`src/rtl/rt_imem_responder_if.sv`:
```
// rt_imem_responder_if: fill-protocol bundle between the icache controller (master) and the
// instruction ROM responder (slave).
//   rom_req   master->slave  fetch request level
//   rom_addr  master->slave  16-bit word address
//   rom_data  slave->master  fetched word, held between responses
//   rom_ready slave->master  single-cycle response strobe
//   rom_err   slave->master  out-of-range flag, qualified by rom_ready
interface rt_imem_responder_if;
  logic        rom_req;
  logic [15:0] rom_addr;
  logic [15:0] rom_data;
  logic        rom_ready;
  logic        rom_err;

  modport master (
    output rom_req,
    output rom_addr,
    input  rom_data,
    input  rom_ready,
    input  rom_err
  );

  modport slave (
    input  rom_req,
    input  rom_addr,
    output rom_data,
    output rom_ready,
    output rom_err
  );
endinterface

```
`src/rtl/rt_imem_responder.sv`:
```
// rt_imem_responder: ROM-side responder for the RT-Core instruction fetch path. Serves fills
// from a 1-cycle-latency instruction BRAM, inserts programmable wait states, prefetches the next
// sequential word into a one-entry buffer and flags out-of-range fetches.
// Ports:
//   clk_rt_50mhz, rst_n    clock, asynchronous active-low reset
//   rom                    fill protocol (slave side of rt_imem_responder_if)
//   wait_cfg               extra wait states, sampled at accept
//   pf_flush               invalidate prefetch buffer / abort in-flight prefetch
//   mem_en/addr/rdata      BRAM read port
//   busy                   high outside IDLE/HOLD
//   stat_reads/pf_hits     saturating response / buffer-hit counters
module rt_imem_responder #(
  parameter int unsigned DEPTH       = 4096,
  parameter int unsigned ADDR_W      = 12,
  parameter bit          PREFETCH_EN = 1'b1,
  parameter logic [15:0] ERR_DATA    = 16'h0000
) (
  input  logic                  clk_rt_50mhz,
  input  logic                  rst_n,
  rt_imem_responder_if.slave    rom,
  input  logic [3:0]            wait_cfg,
  input  logic                  pf_flush,
  output logic                  mem_en,
  output logic [ADDR_W-1:0]     mem_addr,
  input  logic [15:0]           mem_rdata,
  output logic                  busy,
  output logic [31:0]           stat_reads,
  output logic [31:0]           stat_pf_hits
);

  // StResp: answer next edge (buffer hit or out-of-range). StPf*: background prefetch.
  typedef enum logic [3:0] {
    StIdle, StWait, StRead, StData, StResp, StHold, StPfWait, StPfRead, StPfData
  } state_e;

  state_e              state_q, state_d;
  logic [3:0]          cnt_q, cnt_d, w_q, w_d;
  logic [15:0]         req_addr_q, req_addr_d, last_addr_q, last_addr_d;
  logic                held_q, held_d, pend_q, pend_d, resp_err_q, resp_err_d;
  logic                buf_valid_q, buf_valid_d;
  logic [ADDR_W-1:0]   buf_tag_q, buf_tag_d, pf_addr_q, pf_addr_d, mem_addr_q, mem_addr_d;
  logic [15:0]         buf_data_q, buf_data_d, rom_data_q, rom_data_d;
  logic                rom_ready_q, rom_ready_d, rom_err_q, rom_err_d;
  logic                mem_en_q, mem_en_d, busy_q, busy_d;
  logic [31:0]         stat_reads_q, stat_reads_d, stat_pf_hits_q, stat_pf_hits_d;

  logic                acc, acc_oor, nxt_in_range, do_accept, allow_hit, pend_now;
  logic                respond, resp_err, resp_hit;
  logic [15:0]         resp_data;
  logic [ADDR_W-1:0]   nxt_addr;

  // A held request that was already answered (same address, never dropped) is not a new fetch.
  assign acc          = rom.rom_req && !(held_q && (rom.rom_addr == last_addr_q));
  assign acc_oor      = 32'(rom.rom_addr) >= DEPTH;
  assign nxt_in_range = (32'(req_addr_q) + 32'd1) < DEPTH;
  assign nxt_addr     = req_addr_q[ADDR_W-1:0] + ADDR_W'(1);

  always_comb begin
    state_d        = state_q;
    cnt_d          = cnt_q;
    w_d            = w_q;
    req_addr_d     = req_addr_q;
    last_addr_d    = last_addr_q;
    held_d         = held_q;
    pend_d         = pend_q;
    resp_err_d     = resp_err_q;
    buf_valid_d    = buf_valid_q;
    buf_tag_d      = buf_tag_q;
    buf_data_d     = buf_data_q;
    pf_addr_d      = pf_addr_q;
    mem_addr_d     = mem_addr_q;
    rom_data_d     = rom_data_q;
    rom_err_d      = rom_err_q;
    rom_ready_d    = 1'b0;
    stat_reads_d   = stat_reads_q;
    stat_pf_hits_d = stat_pf_hits_q;
    do_accept      = 1'b0;
    allow_hit      = 1'b0;
    pend_now       = 1'b0;
    respond        = 1'b0;
    resp_err       = 1'b0;
    resp_hit       = 1'b0;
    resp_data      = '0;

    if (!rom.rom_req) held_d = 1'b0;
    if (pf_flush) buf_valid_d = 1'b0;

    unique case (state_q)
      StIdle, StHold: begin
        if (acc) begin
          do_accept = 1'b1;
          allow_hit = !pf_flush;  // flush on the accept edge forces the miss path
        end
      end
      StWait: begin
        if (!rom.rom_req) state_d = StIdle;
        else if (cnt_q == 4'd1) begin
          state_d    = StRead;
          mem_addr_d = req_addr_q[ADDR_W-1:0];
        end else cnt_d = cnt_q - 4'd1;
      end
      StRead: state_d = rom.rom_req ? StData : StIdle;
      StData: begin
        if (!rom.rom_req) state_d = StIdle;
        else begin
          respond   = 1'b1;
          resp_data = mem_rdata;
        end
      end
      StResp: begin
        // Data comes from the buffer register, so a flush here cannot corrupt the reply.
        respond   = 1'b1;
        resp_err  = resp_err_q;
        resp_hit  = !resp_err_q;
        resp_data = resp_err_q ? ERR_DATA : buf_data_q;
      end
      StPfWait, StPfRead, StPfData: begin
        if (pf_flush) begin
          pend_d  = 1'b0;
          state_d = StHold;
          if (acc) do_accept = 1'b1;
        end else begin
          pend_now = pend_q && rom.rom_req;
          if (!pend_q && acc) begin
            if (!acc_oor && (32'(rom.rom_addr) == 32'(pf_addr_q))) begin
              // Request for the word being prefetched: answer once it lands.
              pend_now   = 1'b1;
              req_addr_d = rom.rom_addr;
              w_d        = wait_cfg;
            end else do_accept = 1'b1;
          end
          if (!do_accept) begin
            pend_d = pend_now;
            case (state_q)
              StPfWait: begin
                if (cnt_q == 4'd1) begin
                  state_d    = StPfRead;
                  mem_addr_d = pf_addr_q;
                end else cnt_d = cnt_q - 4'd1;
              end
              StPfRead: state_d = StPfData;
              default: begin
                buf_valid_d = 1'b1;
                buf_tag_d   = pf_addr_q;
                buf_data_d  = mem_rdata;
                pend_d      = 1'b0;
                if (pend_now) begin
                  state_d    = StResp;
                  resp_err_d = 1'b0;
                end else state_d = StHold;
              end
            endcase
          end
        end
      end
      default: state_d = StIdle;
    endcase

    if (do_accept) begin
      req_addr_d = rom.rom_addr;
      w_d        = wait_cfg;
      pend_d     = 1'b0;
      if (acc_oor) begin
        state_d    = StResp;
        resp_err_d = 1'b1;
      end else if (allow_hit && buf_valid_q && (rom.rom_addr[ADDR_W-1:0] == buf_tag_q)) begin
        state_d    = StResp;
        resp_err_d = 1'b0;
      end else if (wait_cfg == 4'd0) begin
        state_d    = StRead;
        mem_addr_d = rom.rom_addr[ADDR_W-1:0];
      end else begin
        state_d = StWait;
        cnt_d   = wait_cfg;
      end
    end

    if (respond) begin
      rom_ready_d = 1'b1;
      rom_data_d  = resp_data;
      rom_err_d   = resp_err;
      last_addr_d = req_addr_q;
      held_d      = 1'b1;
      if (stat_reads_q != 32'hFFFF_FFFF) stat_reads_d = stat_reads_q + 32'd1;
      if (resp_hit && (stat_pf_hits_q != 32'hFFFF_FFFF)) stat_pf_hits_d = stat_pf_hits_q + 32'd1;
      if (!resp_err && PREFETCH_EN && nxt_in_range) begin
        pf_addr_d   = nxt_addr;
        buf_valid_d = 1'b0;
        if (w_q == 4'd0) begin
          state_d    = StPfRead;
          mem_addr_d = nxt_addr;
        end else begin
          state_d = StPfWait;
          cnt_d   = w_q;
        end
      end else state_d = StHold;
    end

    mem_en_d = (state_d == StRead) || (state_d == StPfRead);
    busy_d   = (state_d != StIdle) && (state_d != StHold);
  end

  always_ff @(posedge clk_rt_50mhz or negedge rst_n) begin
    if (!rst_n) begin
      state_q        <= StIdle;
      cnt_q          <= '0;
      w_q            <= '0;
      req_addr_q     <= '0;
      last_addr_q    <= '0;
      held_q         <= 1'b0;
      pend_q         <= 1'b0;
      resp_err_q     <= 1'b0;
      buf_valid_q    <= 1'b0;
      buf_tag_q      <= '0;
      buf_data_q     <= '0;
      pf_addr_q      <= '0;
      mem_addr_q     <= '0;
      rom_data_q     <= '0;
      rom_err_q      <= 1'b0;
      rom_ready_q    <= 1'b0;
      mem_en_q       <= 1'b0;
      busy_q         <= 1'b0;
      stat_reads_q   <= '0;
      stat_pf_hits_q <= '0;
    end else begin
      state_q        <= state_d;
      cnt_q          <= cnt_d;
      w_q            <= w_d;
      req_addr_q     <= req_addr_d;
      last_addr_q    <= last_addr_d;
      held_q         <= held_d;
      pend_q         <= pend_d;
      resp_err_q     <= resp_err_d;
      buf_valid_q    <= buf_valid_d;
      buf_tag_q      <= buf_tag_d;
      buf_data_q     <= buf_data_d;
      pf_addr_q      <= pf_addr_d;
      mem_addr_q     <= mem_addr_d;
      rom_data_q     <= rom_data_d;
      rom_err_q      <= rom_err_d;
      rom_ready_q    <= rom_ready_d;
      mem_en_q       <= mem_en_d;
      busy_q         <= busy_d;
      stat_reads_q   <= stat_reads_d;
      stat_pf_hits_q <= stat_pf_hits_d;
    end
  end

  assign rom.rom_data  = rom_data_q;
  assign rom.rom_ready = rom_ready_q;
  assign rom.rom_err   = rom_err_q;
  assign mem_en        = mem_en_q;
  assign mem_addr      = mem_addr_q;
  assign busy          = busy_q;
  assign stat_reads    = stat_reads_q;
  assign stat_pf_hits  = stat_pf_hits_q;

endmodule

```
`src/flat_wrapper.sv`:
```
// flat-port wrapper written by rule: the top's interface ports become plain ports
module rt_imem_responder_flat 
#(
  parameter int unsigned DEPTH       = 4096,
  parameter int unsigned ADDR_W      = 12,
  parameter bit          PREFETCH_EN = 1'b1,
  parameter logic [15:0] ERR_DATA    = 16'h0000
)
  (clk_rt_50mhz, rst_n, wait_cfg, pf_flush, mem_en, mem_addr, mem_rdata, busy, stat_reads, stat_pf_hits, rom_rom_req, rom_rom_addr, rom_rom_data, rom_rom_ready, rom_rom_err);
  rt_imem_responder_if rom_i ();
  input  logic clk_rt_50mhz;
  input  logic rst_n;
  input  logic [3:0] wait_cfg;
  input  logic pf_flush;
  output logic mem_en;
  output logic [ADDR_W-1:0] mem_addr;
  input  logic [15:0] mem_rdata;
  output logic busy;
  output logic [31:0] stat_reads;
  output logic [31:0] stat_pf_hits;
  input wire logic [$bits(rom_i.rom_req)-1:0] rom_rom_req;
  input wire logic [$bits(rom_i.rom_addr)-1:0] rom_rom_addr;
  output wire logic [$bits(rom_i.rom_data)-1:0] rom_rom_data;
  output wire logic [$bits(rom_i.rom_ready)-1:0] rom_rom_ready;
  output wire logic [$bits(rom_i.rom_err)-1:0] rom_rom_err;
  assign rom_i.rom_req = rom_rom_req;
  assign rom_i.rom_addr = rom_rom_addr;
  assign rom_rom_data = rom_i.rom_data;
  assign rom_rom_ready = rom_i.rom_ready;
  assign rom_rom_err = rom_i.rom_err;
  rt_imem_responder #(.DEPTH(DEPTH), .ADDR_W(ADDR_W), .PREFETCH_EN(PREFETCH_EN), .ERR_DATA(ERR_DATA)) u_core (.clk_rt_50mhz(clk_rt_50mhz), .rst_n(rst_n), .rom(rom_i), .wait_cfg(wait_cfg), .pf_flush(pf_flush), .mem_en(mem_en), .mem_addr(mem_addr), .mem_rdata(mem_rdata), .busy(busy), .stat_reads(stat_reads), .stat_pf_hits(stat_pf_hits));
endmodule
```
`config.mk`:
```
export PLATFORM = sky130hd
export DESIGN_NAME = rt_imem_responder_flat
export DESIGN_NICKNAME = d
export VERILOG_FILES = /design/src/rtl/rt_imem_responder_if.sv /design/src/rtl/rt_imem_responder.sv /design/src/flat_wrapper.sv
export SDC_FILE = /design/constraint.sdc
export NUM_CORES = 1
export LEC_CHECK = 0
export ABC_CLOCK_PERIOD_IN_PS = 2700
export CAP_MARGIN = 10
export CORE_MARGIN = 10
export CORE_UTILIZATION = 55
export CTS_BUF_LIST = sky130_fd_sc_hd__clkbuf_16
export DETAILED_ROUTE_END_ITERATION = 8
export MAX_ROUTING_LAYER = met4
export PLACE_DENSITY = 0.88
export SLEW_MARGIN = 20
export SYNTH_ARGS = -nofsm -noshare
export SYNTH_HDL_FRONTEND = slang
export SYNTH_SLANG_ARGS = --single-unit
```
`constraint.sdc`:
```
create_clock -name clk_rt_50mhz -period 2.7 [get_ports clk_rt_50mhz]
set_input_delay 0.27 -clock clk_rt_50mhz [delete_from_list [all_inputs] [get_ports clk_rt_50mhz]]
set_output_delay 0.27 -clock clk_rt_50mhz [all_outputs]
set_load 0.01 [all_outputs]
```
==> results of run 1 <==
-- Yosys cell counts, types with 5 or more instances --
| cell type | number | area, sq um |
|---|---|---|
| a21oi_1 | 9 | 45.04 |
| a222oi_1 | 16 | 160.2 |
| a22oi_1 | 5 | 37.54 |
| and4_1 | 5 | 43.79 |
| and4b_1 | 7 | 70.07 |
| buf_2 | 11 | 55.05 |
| clkbuf_1 | 12 | 45.04 |
| dfrtp_1 | 184 | 4604 |
| ha_1 | 5 | 62.56 |
| inv_1 | 34 | 127.6 |
| mux2_1 | 18 | 202.7 |
| mux2_2 | 53 | 596.8 |
| nand2_1 | 91 | 341.6 |
| nand2b_1 | 8 | 50.05 |
| nand3_1 | 22 | 110.1 |
| nand4_1 | 30 | 187.7 |
| nor2_1 | 58 | 217.7 |
| nor3_1 | 12 | 60.06 |
| nor3_2 | 7 | 70.07 |
| nor4_1 | 9 | 56.30 |
| o21ai_0 | 13 | 65.06 |
| o21ai_1 | 7 | 35.03 |
| xnor2_1 | 64 | 560.5 |
| xor2_1 | 50 | 437.9 |
-- report_power, final --
| part | switching (mW) | leakage (nW) | internal, mW | total, mW |
|---|---|---|---|---|
| clock | 1.06 | 0.268 | 1.35 | 2.41 |
| combinational | 1.35 | 2.53 | 1.48 | 2.84 |
| sequential | 0.556 | 2.42 | 3.29 | 3.85 |
-- routing by layer --
layer | share of wire | GRT usage | vias up
met1 | 0.41 | 0.2864 | 3581
met2 | 0.48 | 0.3683 | 297
met3 | 0.083 | 0.06614 | 57
met5 | 0 | - | -
li1 | - | - | 3283
met4 | 0.021 | 0.07582 | 0
-- worst register-to-register path: cells and delay by family, from the launching register on --
family	cells	cell delay [ps]
buf+inv	1	290
compound gates	4	770
simple gates	3	960
flops	1	500
-- timing repair --
item | in CTS | in global routing
gates resized for setup | 1 | 6
hold buffers | 1 | 0
endpoints found under the setup margin | 1 | 22
endpoints found under the hold margin | 60 | 0
-- how the worst max path moves through the flow --
stage | end | slack [ps] | cells after the start
finish | u_core.mem_addr[1]$_DFF_PN0_ | 60 | 8
global route | u_core.mem_addr[1]$_DFF_PN0_ | -30 | 9
CTS | u_core.busy$_DFF_PN0_ | 60 | 10
detailed placement | u_core.busy$_DFF_PN0_ | -350 | 10
global placement | u_core.busy$_DFF_PN0_ | -220 | 10
floorplan | u_core.mem_addr[10]$_DFF_PN0_ | 270 | 11
-- state kept, by name, indices dropped and copies added, names as in the netlist, 4 cells and up --
register / count
u_core.rom.rom_data: 16
u_core.req_addr_q: 16
u_core.w_q: 4
u_core.stat_pf_hits: 32
u_core.cnt_q: 4
u_core.pf_addr_q: 12
u_core.last_addr_q: 16
u_core.buf_data_q: 16
u_core.state_q: 4
u_core.mem_addr: 12
u_core.stat_reads: 32
u_core.buf_tag_q: 12
-- cell families after synthesis --
family | count (synthesis) | synth area share
buffers and inverters | 60 | 0.02805
muxes | 73 | 0.09052
DFF | 184 | 0.5086
adders and majority gates | 5 | 0.006910
AOI/OAI and AO/OA | 86 | 0.07850
and+or+nand+nor | 292 | 0.1772
xor gates and xnor gates | 114 | 0.1103
-- final cells by class --
type                            instances  share of cell area
Timing Repair Buffer                  205              0.1654
Multi-Input combinational cell        570              0.3613
Tap cell                              216             0.02300
Inverter                               34             0.01086
Clock inverter                         13             0.01129
Sequential cell                       184              0.3920
Clock buffer                           17             0.03620
-- through the flow --
step | total power, mW | utilization | TNS, ps | hold WS, ps
after floorplan | 5.353 | - | 0 | -25.59
after global placement | 6.545 | 0.6968 | -7154 | 289.6
after detailed placement | 6.644 | 0.6968 | -15550 | 297.0
after CTS | 9.076 | 0.7325 | 0 | 420.1
after global routing | 9.519 | 0.7344 | -27.41 | 450.0
final | 9.099 | 0.7344 | 0 | 386.5
==> impl_metrics.ini, run 1 <==
[setup_path]
crit_chain = or4b_4 > nor2_4 > o21ai_1 > o21ba_1 > buf_4 > nand2_2 > o22ai_1 > a21oi_1
max_stage_delay_ps = 610
end_kind = flip-flop
r2r_cells = 8
criticalPathCategory = flip-flop to flip-flop
cp_max_fo = 17
cp-startpoint = u_core.state_q[0]$_DFF_PN0_
path_delay_family = simple AND/OR/NAND/NOR gates
cp_num_buf_inv = 1
reg2reg_to = u_core.mem_addr[1]$_DFF_PN0_
cp_slowest_cell = or4b_4
crit_arrival_ps = 2950
reg2reg_slack_ps = 60
startpoint_type = flip-flop
critPathRequiredTime_ps = 3010
rr_startpoint = u_core.state_q[0]$_DFF_PN0_

[routing]
first_pass_iters = 6
drt_iter0_drc = 711
num_vias = 7218
drc = 0
wl_per_cell_microns = 20.25
ant_nets = 0
wl_mm = 25.09
via_per_inst = 5.826

[clocking]
clock_latency_ps = 440
clk_path_buf_depth = 2
clock-root-buffer = clkbuf_16
cts_buffers = 17
clock_sinks = 184
cts.clk_slew.worst_paths_ps = 70
htree_levels = 4
cts_tree = yes
postCtsSetupBuffers = 0

[cells_and_area]
stdcell_area_sq_mm = 0.01175
mostFrequentLayoutCells = 183 x dfrtp_1, 134 x clkdlybuf4s50_1, 90 x nand2_1
final_common_cell = dfrtp_1
fillers = 1109
fin_cells = 1239
antenna_cells = 0
fin_nets = 1057
seq_area_sq_mm = 0.004606
syn2layout_area_growth_pct = 29.78
multi_input_area_sq_mm = 0.004245
drive_above_1_share = 0.1926

[sta]
fmax_mhz = 378.9
hold_violations = 0
max_slew_margin = 0.4682
tightest_slew_ps = 790.4
period_share = 0.9775
finalSetupViolations = 0
maxSlewViolCount = 0
worst_clock_skew_ps = 6.525
fin_crit_ps = 2639
fin_ws_ps = 60.76

[global_route]
antenna_found_initial = 0
grt_pass1_vias = 7341
grtUsageTotal = 0.2339
grt_pass1_wl_mm = 39.90
grt_remaining_overflow = 0
grt_max_degree = 65

[synth]
synth_cells = 814
syn-mean-instance-area_sq_um = 11.12
ys_seq_area_frac = 0.5086
yosys_warnings = 0
synth_seq_cells = 184
synthDistinctLibCells = 78
syn_nets = 859
synth_flop_cell = dfrtp_1
netlist_area_sq_mm = 0.009054
async_reset_ff_frac = 1.000
synth_edf_count = 0

[power]
ir_worst_vdd_v = 0.0006227
cellPowerDensity_mw_per_mm2 = 774.4
p_leak_nw = 5.220

[run]
max-cap-violations = 0

[placed_design]
pre_cts_slack_ps = -349.7
gp_congestion = 0.9062
hpwl_mm = 18.05
dp.cells = 1208
placed_area_sq_mm = 0.01115
portBuffers = 135

[die]
rows = 46
core_area_sq_mm = 0.01600
die_area_sq_mm = 0.02199
initial_core_util = 0.5658
die_w_microns = 148.3
ios = 136
die_y_microns = 148.3

[run_status]
status = finished, final reports clean

[worst_hold_path]
min_path_type = input pin to async pin
(Power assumes the default switching activity.)
==> run 2: changes to the inputs <==
- CELL_PAD_IN_SITES_DETAIL_PLACEMENT: not set -> 0
- CELL_PAD_IN_SITES_GLOBAL_PLACEMENT: not set -> 1
- CORE_UTILIZATION: 55 -> 43
- PLACE_DENSITY: 0.88 -> 0.87
==> run 2 against run 1 <==
Effect of this change: die area increased by 24%; final cell count up 5.2%; combinational power hardly changed; register-to-register slack improved by 20 ps; power is 0.18% lower; clock-buffer cell count is the same; sequential cell count unchanged; non-clock buffer count grew 4; worst setup slack better by 8.2 ps; critical path type is now input pin to flip-flop; critical endpoint is now u_core.busy$_DFF_PN0_; largest cell class unchanged; largest power group unchanged.
==> impl_metrics.ini, run 2 (synthesized netlist as in run 1, its figures left out) <==
[die]
die_area_sq_mm = 0.02726
core_area_sq_mm = 0.02089
ios = 136
die_y_microns = 165.1
initial_core_util = 0.4334
rows = 53
die_w_microns = 165.1

[setup_path]
crit_arrival_ps = 2950
end_kind = flip-flop
cp_max_fo = 5
crit_chain = clkdlybuf4s50_1 > xor2_1 > nor4_1 > nand4_1 > o21a_1 > buf_4 > a31oi_1 > o21ai_0 > a21oi_1 > a21bo_1
cp_slowest_cell = clkdlybuf4s50_1
max_stage_delay_ps = 610
cp_num_buf_inv = 2
critPathRequiredTime_ps = 3020
startpoint_type = input pin
path_delay_family = compound AO/OA/AOI/OAI gates
criticalPathCategory = input pin to flip-flop

[global_route]
grt_pass1_vias = 7414
grt_pass1_wl_mm = 40.00
grtUsageTotal = 0.1906
antenna_found_initial = 0
grt_max_degree = 91
grt_remaining_overflow = 0

[power]
switchingPower_mw = 3.067
pwr-share-comb = 0.312
seqPwrFrac = 0.419
ir_worst_vdd_v = 0.0004626
cellPowerDensity_mw_per_mm2 = 765.2
p_clk_frac = 0.270
p_int_mw = 6.015
switching_share = 0.3377
p_leak_nw = 5.263

[routing]
wl_met1_mm = 10.77
first_pass_iters = 5
via_per_inst = 5.373
wl_met3_mm = 1.790
num_vias = 7007
drc = 0
wl_mm = 24.42
ant_nets = 0
wl_met2_mm = 11.41
top_layer = met4
drt_iter0_drc = 563
wl_per_cell_microns = 18.72

[clocking]
clock_sinks = 184
clk_path_buf_depth = 2
cts_tree = yes
clock-root-buffer = clkbuf_16
cts_buffers = 17
postCtsSetupBuffers = 0
cts.clk_slew.worst_paths_ps = 80
clock_latency_ps = 440
holdBufCountCts = 1
htree_levels = 4
cts_resized = 0

[cells_and_area]
fin_util = 0.5683
stdcell_area_sq_mm = 0.01187
drive_above_1_share = 0.1944
mostFrequentLayoutCells = 184 x dfrtp_1, 134 x clkdlybuf4s50_1, 91 x nand2_1
final_common_cell = dfrtp_1
fin_nets = 1061
antenna_cells = 0
fin_cells = 1304
syn2layout_area_growth_pct = 31.11

[sta]
max_slew_margin = 0.4892
maxSlewViolCount = 0
period_share = 0.9745
tightest_slew_ps = 766.2
finalSetupViolations = 0
fmax_mhz = 380.1
grt_setup_unrepaired = false
hold_violations = 0
worst_clock_skew_ps = 20.33
fin_crit_ps = 2631

[run_status]
status = finished, final reports clean

[worst_hold_path]
min_path_type = input pin to async pin

[placed_design]
portBuffers = 135
hpwl_mm = 17.95
gp_congestion = 0.9185
placed_area_sq_mm = 0.01128
dp.cells = 1271

[run]
max-cap-violations = 0
run 2: cell types whose count changed in the layout (fill, tap and decap cells not counted), moves of 2 or more:
cell	before	now
bufinv_16	2	0
inv_8	0	3
clkinv_4	0	3
clkinv_8	0	3
inv_1	36	34
nor4_1	7	9
clkinvlp_4	4	0
buf_12	5	7
buf_4	64	66
run 2: layout make-up:
class                   count  area, sq um
fillers                  1850         9019
flip-flops and latches    184         4604
inverters                  34        127.6
repair buffers            209         2001
clock inverters            15        153.9
multi-input cells         570         4214
well taps                 275        344.1
clock buffers              17        425.4
run 2: worst paths after layout:
kind	from	to	slack, ps	depth (start not counted)
worst max-delay path	rom_rom_addr[10]	u_core.busy$_DFF_PN0_	70	10
worst min-delay path	rst_n	u_core.req_addr_q[9]$_DFFE_PN0P_	440	2
worst max register to register	u_core.last_addr_q[10]$_DFFE_PN0P_	u_core.busy$_DFF_PN0_	80	9
worst min register to register	u_core.buf_data_q[4]$_DFFE_PN0P_	u_core.rom.rom_data[4]$_DFFE_PN0P_	490	2
max in group asynchronous	rst_n	u_core.resp_err_q$_DFF_PN0_	1460	3
min in group clk_rt_50mhz	mem_rdata[12]	u_core.buf_data_q[12]$_DFFE_PN0P_	460	2
run 2: metrics by stage:
stage               TNS, ps  power [mW]  hold slack (ps)  setup slack [ps]
finish                    0       9.082            440.6             68.92
floorplan                 0       5.353           -25.59             266.9
global placement      -5553       6.611            398.3            -187.3
global route              0       9.575            447.7             13.26
CTS                       0       9.149            448.3             141.4
detailed placement   -13410       6.683            399.9            -303.2
run 2: metal layers:
| layer | up-vias | track usage |
|---|---|---|
| li1 | 3282 | - |
| met1 | 3485 | 0.2395 |
| met2 | 208 | 0.2921 |
| met3 | 32 | 0.05652 |
| met4 | 0 | 0.05837 |
| met5 | - | - |
run 2: power groups by stage:
| stage | registers, mW | clock network (mW) | logic, mW |
|---|---|---|---|
| finish | 3.80 | 2.45 | 2.83 |
| global route | 3.88 | 2.60 | 3.10 |
| detailed placement | 3.85 | 0 | 2.84 |
| CTS | 3.80 | 2.50 | 2.85 |
| floorplan | 3.79 | 0 | 1.57 |
| global placement | 3.82 | 0 | 2.79 |
